[src/rtl/control_sequencer_pkg.sv]
// Shared encodings for the multi-cycle control sequencer: FSM states,
// instruction classes, flag-update modes and ARM condition codes.
package control_sequencer_pkg;

  typedef enum logic [2:0] {
    ST_FETCH     = 3'd0,
    ST_DECODE    = 3'd1,
    ST_EXECUTE   = 3'd2,
    ST_MEMORY    = 3'd3,
    ST_IO_WAIT   = 3'd4,
    ST_WRITEBACK = 3'd5,
    ST_HALTED    = 3'd6
  } state_t;

  typedef enum logic [2:0] {
    CL_ALU    = 3'd0,
    CL_SHIFT  = 3'd1,
    CL_LOAD   = 3'd2,
    CL_STORE  = 3'd3,
    CL_BRANCH = 3'd4,
    CL_INPUT  = 3'd5,
    CL_OUTPUT = 3'd6,
    CL_HALT   = 3'd7
  } instr_class_t;

  localparam logic [1:0] UPD_NONE  = 2'd0;
  localparam logic [1:0] UPD_ALU   = 2'd1;
  localparam logic [1:0] UPD_SHIFT = 2'd2;

  localparam logic [3:0] COND_EQ = 4'd0;
  localparam logic [3:0] COND_NE = 4'd1;
  localparam logic [3:0] COND_CS = 4'd2;
  localparam logic [3:0] COND_CC = 4'd3;
  localparam logic [3:0] COND_MI = 4'd4;
  localparam logic [3:0] COND_PL = 4'd5;
  localparam logic [3:0] COND_VS = 4'd6;
  localparam logic [3:0] COND_VC = 4'd7;
  localparam logic [3:0] COND_HI = 4'd8;
  localparam logic [3:0] COND_LS = 4'd9;
  localparam logic [3:0] COND_GE = 4'd10;
  localparam logic [3:0] COND_LT = 4'd11;
  localparam logic [3:0] COND_GT = 4'd12;
  localparam logic [3:0] COND_LE = 4'd13;
  localparam logic [3:0] COND_AL = 4'd14;
  localparam logic [3:0] COND_NV = 4'd15;

  // Classes that produce a register-file result at WRITEBACK.
  function automatic logic writes_reg(instr_class_t c);
    return (c == CL_ALU) || (c == CL_SHIFT) || (c == CL_LOAD) || (c == CL_INPUT);
  endfunction

endpackage

[src/rtl/control_sequencer_condition_evaluator.sv]
// Combinational ARM condition evaluator.
//   cond  in  4  condition code (14 always, 15 never)
//   nzcv  in  4  {N,Z,C,V}
//   take  out 1  condition holds
module condition_evaluator
  import control_sequencer_pkg::*;
(
  input  logic [3:0] cond,
  input  logic [3:0] nzcv,
  output logic       take
);
  logic n, z, c, v;
  assign {n, z, c, v} = nzcv;

  always_comb begin
    take = 1'b0;
    case (cond)
      COND_EQ: take = z;
      COND_NE: take = !z;
      COND_CS: take = c;
      COND_CC: take = !c;
      COND_MI: take = n;
      COND_PL: take = !n;
      COND_VS: take = v;
      COND_VC: take = !v;
      COND_HI: take = c && !z;
      COND_LS: take = !c || z;
      COND_GE: take = (n == v);
      COND_LT: take = (n != v);
      COND_GT: take = !z && (n == v);
      COND_LE: take = z || (n != v);
      COND_AL: take = 1'b1;
      default: take = 1'b0;
    endcase
  end
endmodule

[src/rtl/control_sequencer.sv]
// Multi-cycle control sequencer. Walks each instruction through
// FETCH/DECODE/EXECUTE/(MEMORY|IO_WAIT)/WRITEBACK, keeps one NZCV bank per
// processor mode, registers the branch decision and handshakes with memory
// and the board buttons (optional I/O timeout).
// Ports:
//   clock, reset                    clock, async active-high reset
//   instr_id/class/condition_code   decoded instruction, latched in DECODE
//   flag_update_mode, alu_flags, bs_flags  flag sources applied at WRITEBACK
//   mode_switch, new_mode           mode change request, latched in DECODE
//   mem_ready, confirmation, continue_button  handshakes
//   state, latched_id               debug
//   ir_load, pc_enable, regfile_write_en, mem_write_en, is_input, is_output  strobes
//   should_take_branch, flags, mode, io_timeout, halted  status
module control_sequencer
  import control_sequencer_pkg::*;
#(
  parameter int ID_WIDTH         = 7,
  parameter int NUM_MODES        = 2,
  parameter int IO_TIMEOUT_WIDTH = 0,
  localparam int MW = (NUM_MODES > 1) ? $clog2(NUM_MODES) : 1
) (
  input  logic                clock,
  input  logic                reset,
  input  logic [ID_WIDTH-1:0] instr_id,
  input  logic [2:0]          instr_class,
  input  logic [3:0]          condition_code,
  input  logic [1:0]          flag_update_mode,
  input  logic [3:0]          alu_flags,
  input  logic [2:0]          bs_flags,
  input  logic                mode_switch,
  input  logic [MW-1:0]       new_mode,
  input  logic                mem_ready,
  input  logic                confirmation,
  input  logic                continue_button,
  output logic [2:0]          state,
  output logic [ID_WIDTH-1:0] latched_id,
  output logic                ir_load,
  output logic                pc_enable,
  output logic                regfile_write_en,
  output logic                mem_write_en,
  output logic                is_input,
  output logic                is_output,
  output logic                should_take_branch,
  output logic [3:0]          flags,
  output logic [MW-1:0]       mode,
  output logic                io_timeout,
  output logic                halted
);
  // Counter exists even without a timeout so the datapath stays uniform;
  // expiry is then constant-false and the counter folds away.
  localparam int TW = (IO_TIMEOUT_WIDTH > 0) ? IO_TIMEOUT_WIDTH : 1;
  // Count starts at 0 in the first IO_WAIT cycle, so the (2^W-1)th cycle sees 2^W-2.
  localparam logic [TW-1:0] TMO_LAST = TW'((2 ** TW) - 2);

  state_t                     state_q, state_n;
  instr_class_t               lat_class;
  logic [3:0]                 lat_cond;
  logic [1:0]                 lat_upd;
  logic                       lat_msw;
  logic [MW-1:0]              lat_nmode;
  logic [NUM_MODES-1:0][3:0]  bank;
  logic                       conf_prev, cont_prev;
  logic [TW-1:0]              tmo_cnt;
  logic                       timed_out_now;
  logic                       cond_take, io_edge, expire;

  assign flags = bank[mode];
  assign state = state_q;

  condition_evaluator u_cond (
    .cond (lat_cond),
    .nzcv (flags),
    .take (cond_take)
  );

  // Edges are computed every cycle; only IO_WAIT looks at them.
  assign io_edge = (lat_class == CL_INPUT) ? (confirmation && !conf_prev)
                                           : (continue_button && !cont_prev);
  assign expire  = (IO_TIMEOUT_WIDTH > 0) && (tmo_cnt == TMO_LAST);

  always_comb begin
    state_n = state_q;
    case (state_q)
      ST_FETCH:   state_n = ST_DECODE;
      ST_DECODE:  state_n = ST_EXECUTE;
      ST_EXECUTE: begin
        case (lat_class)
          CL_LOAD, CL_STORE:   state_n = ST_MEMORY;
          CL_INPUT, CL_OUTPUT: state_n = ST_IO_WAIT;
          CL_HALT:             state_n = ST_HALTED;
          default:             state_n = ST_WRITEBACK;
        endcase
      end
      ST_MEMORY:    if (mem_ready) state_n = ST_WRITEBACK;
      ST_IO_WAIT:   if (io_edge || expire) state_n = ST_WRITEBACK;
      ST_WRITEBACK: state_n = ST_FETCH;
      ST_HALTED:    state_n = ST_HALTED;
      default:      state_n = ST_FETCH;
    endcase
  end

  always_ff @(posedge clock or posedge reset) begin
    if (reset) begin
      state_q            <= ST_FETCH;
      lat_class          <= CL_ALU;
      lat_cond           <= '0;
      lat_upd            <= UPD_NONE;
      lat_msw            <= 1'b0;
      lat_nmode          <= '0;
      latched_id         <= '0;
      should_take_branch <= 1'b0;
      bank               <= '0;
      mode               <= '0;
      io_timeout         <= 1'b0;
      timed_out_now      <= 1'b0;
      tmo_cnt            <= '0;
      // A button held through reset must not look like a fresh press.
      conf_prev          <= 1'b1;
      cont_prev          <= 1'b1;
    end else begin
      state_q   <= state_n;
      conf_prev <= confirmation;
      cont_prev <= continue_button;
      case (state_q)
        ST_DECODE: begin
          latched_id <= instr_id;
          lat_class  <= instr_class_t'(instr_class);
          lat_cond   <= condition_code;
          lat_upd    <= flag_update_mode;
          lat_msw    <= mode_switch;
          lat_nmode  <= new_mode;
        end
        ST_EXECUTE: begin
          should_take_branch <= (lat_class == CL_BRANCH) && cond_take;
          tmo_cnt            <= '0;
          timed_out_now      <= 1'b0;
        end
        ST_IO_WAIT: begin
          tmo_cnt <= tmo_cnt + TW'(1);
          // A press in the expiry cycle wins over the timeout.
          if (!io_edge && expire) begin
            io_timeout    <= 1'b1;
            timed_out_now <= 1'b1;
          end
        end
        ST_WRITEBACK: begin
          // Flags land in the bank of the mode that executed the instruction.
          case (lat_upd)
            UPD_ALU:   bank[mode] <= alu_flags;
            UPD_SHIFT: bank[mode] <= {bs_flags, bank[mode][0]};
            default:   ;
          endcase
          if (lat_msw && (int'(lat_nmode) < NUM_MODES)) mode <= lat_nmode;
        end
        default: ;
      endcase
    end
  end

  // Strobes are decoded from registered state only; gating with reset drops
  // them immediately, including the FETCH-state ir_load during reset.
  assign ir_load          = !reset && (state_q == ST_FETCH);
  assign pc_enable        = !reset && (state_q == ST_WRITEBACK);
  assign regfile_write_en = !reset && (state_q == ST_WRITEBACK) && writes_reg(lat_class)
                            && !timed_out_now;
  assign mem_write_en     = !reset && (state_q == ST_MEMORY) && (lat_class == CL_STORE);
  assign is_input         = !reset && (state_q == ST_IO_WAIT) && (lat_class == CL_INPUT);
  assign is_output        = !reset && (state_q == ST_IO_WAIT) && (lat_class == CL_OUTPUT);
  assign halted           = !reset && (state_q == ST_HALTED);

endmodule
[config.mk]
export PLATFORM = sky130hd
export DESIGN_NAME = control_sequencer
export DESIGN_NICKNAME = d
export VERILOG_FILES = /design/src/rtl/control_sequencer_pkg.sv /design/src/rtl/control_sequencer_condition_evaluator.sv /design/src/rtl/control_sequencer.sv
export SDC_FILE = /design/constraint.sdc
export NUM_CORES = 1
export LEC_CHECK = 0
export CAP_MARGIN = 10
export CORE_MARGIN = 2
export CORE_UTILIZATION = 50
export CTS_CLUSTER_SIZE = 10
export DETAILED_ROUTE_END_ITERATION = 10
export PLACE_DENSITY = 0.85
export SLEW_MARGIN = 20
export SYNTH_ARGS = -nofsm -noshare
export SYNTH_HDL_FRONTEND = slang
export SYNTH_HIERARCHICAL = 1
export SYNTH_SLANG_ARGS = --single-unit
[constraint.sdc]
create_clock -name clock -period 4.1 [get_ports clock]
set_input_delay 0.615 -clock clock [delete_from_list [all_inputs] [get_ports clock]]
set_output_delay 0.615 -clock clock [all_outputs]
set_load 0.01 [all_outputs]
Word-level counts from Yosys, hierarchy flattened
Index checks and enable logic that the tools add are counted.

Bits in registers: 33. Bits of input ports: 30. Output and inout port bits: 24. Logic and storage cells: 97.

$lt $le $gt $ge: 2. Equality and inequality tests: 33. Muxes and demuxes: 13. Reduce and logical (&&, ||, !) cells: 36.

Operator list (count): == test 4 bit, second input constant (7); == test 3 bit, second input constant (7); one-hot mux 3 bit (6 select lines) (1); bitwise mux 8 bit (2); == test 4 x 3 -> 1 bit, second input constant (4); one-hot mux 8 bit (2 select lines) (1); logical AND 1 bit (15); one-hot mux 1 bit (15 select lines) (1); == test 3 x 2 -> 1 bit, second input constant (4); 2-to-1 mux 4 bit (3); one-hot mux 3 bit (3 select lines) (1); == test 4 x 2 -> 1 bit, second input constant (2); logical NOT 1 bit (7); == test 3 x 1 -> 1 bit, second input constant (2); logical NOT 3 bit (2); 2-to-1 mux 3 bit (2); AND reduction 2 bit (3); logical OR 1 bit (5); demux 4 bit (select 1 bit) (1); == test 4 x 1 -> 1 bit, second input constant (1); logical NOT 4 bit (1); != test 2 bit, second input constant (2); OR reduction 2 bit (2); == test 2 x 1 -> 1 bit, second input constant (1); 7 further kinds (7).

Logic depth before layout (Yosys ltp)
Depth in word-level cells: 6. Gate-level depth with buffers: 8.

Cells and area by module
The synthesis kept the hierarchy.

By module, submodules not included: control_sequencer (times used 1, cells each 121, area each 1581.5 µm², sequential area each 828.3 µm²); condition_evaluator (times used 1, cells each 28, area each 193.9 µm², sequential area each 0.0 µm²).

Worst setup path after synthesis
OpenSTA, ideal clock, no wires.

Path type: input -> output. Start: input reset. End: output is_output. Arrival: 1956 ps. Slack: 1529 ps. Stages on the path: 3. Buffers on the path: 0. Cells stage by stage: inv_1 > nand2_1 > nor4_1.

Longest elaborated chain between the ends: 3.

Ends and longest elaborated chain: start, declared (RTL line control_sequencer.sv:23) `input logic reset,`; logical NOT 1 bit (RTL line control_sequencer.sv:168) `assign is_output = !reset && (state_q == ST_IO_WAIT) && (lat_class == CL_OUTPUT);`; logical AND 1 bit (2 in series) (RTL line control_sequencer.sv:168); end, declared (RTL line control_sequencer.sv:42) `output logic is_output,`.

Every way passes these cells.

Worst setup path in the final report
Ends and elaborated chain as after synthesis.

==> impl_metrics.prom <==
# TYPE chip_impl_metric gauge
chip_impl_info{name="outcome",value="finished, final reports clean"} 1
chip_impl_metric{name="ys_seq_area_share",unit="%"} 46.7
chip_impl_metric{name="std_cell_rows",unit=""} 21
chip_impl_metric{name="drt-initial-drc-count",unit=""} 61
chip_impl_metric{name="numClockSinks",unit=""} 33
chip_impl_info{name="tritoncts_clock_tree",value="done"} 1
chip_impl_metric{name="critical_path_arrival",unit="ns"} 2.13
chip_impl_metric{name="multi_input_comb_area",unit="um2"} 875
chip_impl_metric{name="drive_above_1_share",unit="%"} 24.9
chip_impl_metric{name="grt.overflow.total",unit=""} 0
chip_impl_metric{name="area_delta_synth_final",unit="%"} 33.7
chip_impl_metric{name="dr_wl_met2",unit="um"} 2010
chip_impl_metric{name="netlist_area",unit="um2"} 1780
chip_impl_metric{name="dieArea",unit="um2"} 4040
chip_impl_metric{name="coreArea",unit="um2"} 3360
chip_impl_metric{name="cts_setup_buffers",unit=""} 0
chip_impl_info{name="most_instantiated_flip_flop_cell_in_the_synthesis_netlist",value="dfrtp_1"} 1
chip_impl_metric{name="metal1_wirelength",unit="um"} 1570
chip_impl_metric{name="num_antenna_cells",unit=""} 0
chip_impl_metric{name="post_dp_cell_area",unit="um2"} 2300
chip_impl_metric{name="max_freq",unit="GHz"} 0.365
chip_impl_metric{name="syn-mean-instance-area",unit="um2"} 11.9
chip_impl_metric{name="largest_clock_skew_in_the_final_design",unit="ns"} 0.00870
chip_impl_metric{name="postSynthNetCount",unit=""} 180
chip_impl_metric{name="critical_path_required",unit="ns"} 3.48
chip_impl_metric{name="flop2flop_setup_slack",unit="ns"} 1.92
chip_impl_metric{name="postRouteWirelength",unit="um"} 3880
chip_impl_metric{name="antenna_found_initial",unit=""} 0
chip_impl_metric{name="synth_cell_type_count",unit=""} 41
chip_impl_metric{name="finalInstanceArea",unit="um2"} 2370
chip_impl_metric{name="synth.top_cell.area_share",unit="%"} 43.7
chip_impl_metric{name="post-route-drc-count",unit=""} 0
chip_impl_metric{name="switchingPower",unit="W"} 0.000682
chip_impl_metric{name="cts.path.max_buffers",unit=""} 2
chip_impl_metric{name="max-vdd-ir-drop",unit="uV"} 493
chip_impl_metric{name="maxCapViolCount",unit=""} 0
chip_impl_metric{name="port-buffer-count",unit=""} 52
chip_impl_metric{name="setup_viol",unit=""} 0
chip_impl_metric{name="power.clock.fraction",unit="%"} 11.2
chip_impl_info{name="startpoint_type",value="input port"} 1
chip_impl_metric{name="ios",unit=""} 54
chip_impl_metric{name="number_of_instances_resized_during_post_cts_repair",unit=""} 0
chip_impl_metric{name="period_share",unit="%"} 66.9
chip_impl_metric{name="power.internal",unit="W"} 0.00115
chip_impl_metric{name="htreeDepth",unit=""} 2
chip_impl_metric{name="route.detailed.wl_per_inst",unit="um"} 15.7
chip_impl_metric{name="area.sequential",unit="um2"} 828
chip_impl_metric{name="count_of_hold_buffers_inserted_by_post_cts_repair",unit=""} 0
chip_impl_metric{name="cts.reportedPaths.clkPinSlew",unit="ns"} 0.09
chip_impl_metric{name="dr_total_vias",unit=""} 1365
chip_impl_metric{name="start_util",unit="%"} 52.8
chip_impl_info{name="rsz_0062_raised_after_global_routing",value="no"} 1
chip_impl_metric{name="synthesis.instances",unit=""} 149
chip_impl_metric{name="routabilityCongestion",unit=""} 0.887
chip_impl_metric{name="total_power",unit="W"} 0.00184
chip_impl_metric{name="grt_start_max_net_pins",unit=""} 34
chip_impl_info{name="netlist.top_cell.by_area",value="dfrtp_1"} 1
chip_impl_metric{name="via_count_of_the_first_global_routing_pass",unit=""} 1367
chip_impl_metric{name="grt.total_usage",unit="%"} 20.8
chip_impl_metric{name="synth_async_sr_flop_share",unit="%"} 100
chip_impl_info{name="hp-class",value="flop to flop"} 1
chip_impl_metric{name="hold_slack",unit="ns"} 0.518
chip_impl_metric{name="insertion_delay",unit="ns"} 0.33
chip_impl_metric{name="number_of_nets_in_the_layout",unit=""} 231
chip_impl_metric{name="setup-tns-final",unit="ns"} 0
chip_impl_metric{name="share_seq_of_total_power",unit="%"} 36.9
chip_impl_metric{name="ant_nets",unit=""} 0
chip_impl_info{name="critical_path_class",value="input port to primary output"} 1
chip_impl_metric{name="grt_first_pass_wirelength",unit="um"} 6380
chip_impl_info{name="netlist_top_cells_area",value="dfrtp_1 44%, mux2_2 19%, mux2_4 4.2%, dfstp_2 3.0%, nand2b_1 2.1%"} 1
chip_impl_metric{name="worst_slew_pin_slew",unit="ns"} 0.788
chip_impl_metric{name="total_leakage_power",unit="nW"} 0.986
chip_impl_metric{name="cts_buffers",unit=""} 5
chip_impl_metric{name="wl_met3",unit="um"} 219
chip_impl_metric{name="synth_enable_flop_cells",unit=""} 0
chip_impl_metric{name="floorplan.die.height",unit="um"} 63.6
chip_impl_metric{name="yosysWarningCount",unit=""} 6
chip_impl_metric{name="die_x",unit="um"} 63.6
chip_impl_metric{name="power_density_over_cell_area",unit="nW/um2"} 773
chip_impl_metric{name="synth.ff_latch_count",unit=""} 33
chip_impl_metric{name="p_sw_share",unit="%"} 37.2
chip_impl_metric{name="relSlewSlack",unit="%"} 47.5
chip_impl_info{name="end_kind",value="primary output"} 1
chip_impl_metric{name="combPwrFrac",unit="%"} 51.9
chip_impl_metric{name="period_needed",unit="ns"} 2.74
chip_impl_metric{name="first_drt_pass_iteration_count",unit=""} 4
chip_impl_metric{name="filler_cell_count",unit=""} 281
chip_impl_metric{name="finalHoldViolCount",unit=""} 0
chip_impl_metric{name="path_max_fanout",unit=""} 4
chip_impl_info{name="cts.root.buffer_cell",value="clkbuf_4"} 1
chip_impl_metric{name="dp_hpwl",unit="um"} 2890
chip_impl_metric{name="via_per_inst",unit=""} 5.53
chip_impl_metric{name="maxSlewViolCount",unit=""} 0
chip_impl_info{name="top_signal_layer_used",value="met4"} 1
==> worst max-delay path: stages <==
cell and delay, ns:
clkdlybuf4s50_1 0.47, inv_1 0.10, nand2_1 0.08, nor4_1 0.26, clkdlybuf4s50_1 0.59
==> logic make-up after synthesis <==
kind of cell    count (synthesis)  synth area share (%)
mux                            36                  23.8
buf+inv                        13                  4.09
flops                          33                  46.7
compound gates                 19                  7.05
xor+xnor                        2                  1.41
other cells                     1                 0.211
simple gates                   44                  16.1
fa+ha+maj                       1                 0.705
==> path summary, 6_finish.rpt <==
kind	cells after the start	end	startpoint
hold reg to reg	1	bank[4]	bank[4]
min in group asynchronous	3	lat_msw	reset
max in group asynchronous	3	conf_prev	reset
setup / recovery	5	is_output	reset
hold / removal	1	bank[4]	bank[4]
setup reg to reg	7	should_take_branch	mode
==> Yosys cell counts, drive strengths merged (2+ instances only) <==
| cell | instances |
|---|---|
| mux2 | 35 |
| dfrtp | 31 |
| buf | 7 |
| a21oi | 6 |
| nand2 | 6 |
| nand2b | 6 |
| nor2 | 5 |
| nor2b | 5 |
| nor4 | 5 |
| inv | 4 |
| nand3b | 3 |
| nor3 | 3 |
| nor3b | 3 |
| a211o | 2 |
| a221oi | 2 |
| clkbuf | 2 |
| dfstp | 2 |
| o211ai | 2 |
| o21ai | 2 |
| o22ai | 2 |
==> final cells by class <==
cell class / count / share of cell area [%]
multi-input cells: 103 / 36.8
flip-flops and latches: 33 / 34.9
repair buffers: 53 / 22.2
clock buffers: 7 / 2.74
well taps: 46 / 2.42
inverters: 4 / 0.633
clock inverters: 1 / 0.211
==> layer usage <==
layer | global-route usage, % | vias up
li1 | - | 641
met1 | 23.7 | 671
met2 | 35.5 | 43
met3 | 7.50 | 10
met4 | 8.15 | 0
met5 | 0 | -
==> power by group through the flow <==
stage	Clock, W	Sequential, W	Combinational (W)
2_1_floorplan	0	0.000611	0.000700
3_3_place_gp	0	0.000659	0.000915
3_5_place_dp	0	0.000679	0.000951
4_1_cts	0.000210	0.000675	0.000960
5_1_grt	0.000225	0.000711	0.00103
6_report	0.000205	0.000678	0.000953
==> state kept, by name, indices dropped and copies added (netlist names), 2 cells and up <==
name and flops:
lat_upd 2, bank 8, lat_class 3, latched_id 7, state 3, lat_cond 4
==> through the flow <==
step           std cells  utilization (%)  worst slack (ns)
6_report             247             70.6              1.36
5_1_grt              247             70.6              1.29
4_1_cts              247             70.6              1.36
3_5_place_dp         239             68.5              1.36
3_3_place_gp         239             68.5              1.45
2_1_floorplan        149                -              1.53
==> cells in the final DEF (no fill, tap or decap), types with 3 or more instances in the layout <==
master	n
dfrtp_1	31
nand2b_1	6
nand2_1	6
nor2b_1	4
nor4_1	5
clkbuf_4	5
nor3_1	3
mux2_2	30
inv_1	4
clkdlybuf4s50_1	52
a21oi_1	6
nor2_1	5
nor3b_1	3
mux2_4	5
(Power assumes the default switching activity.)
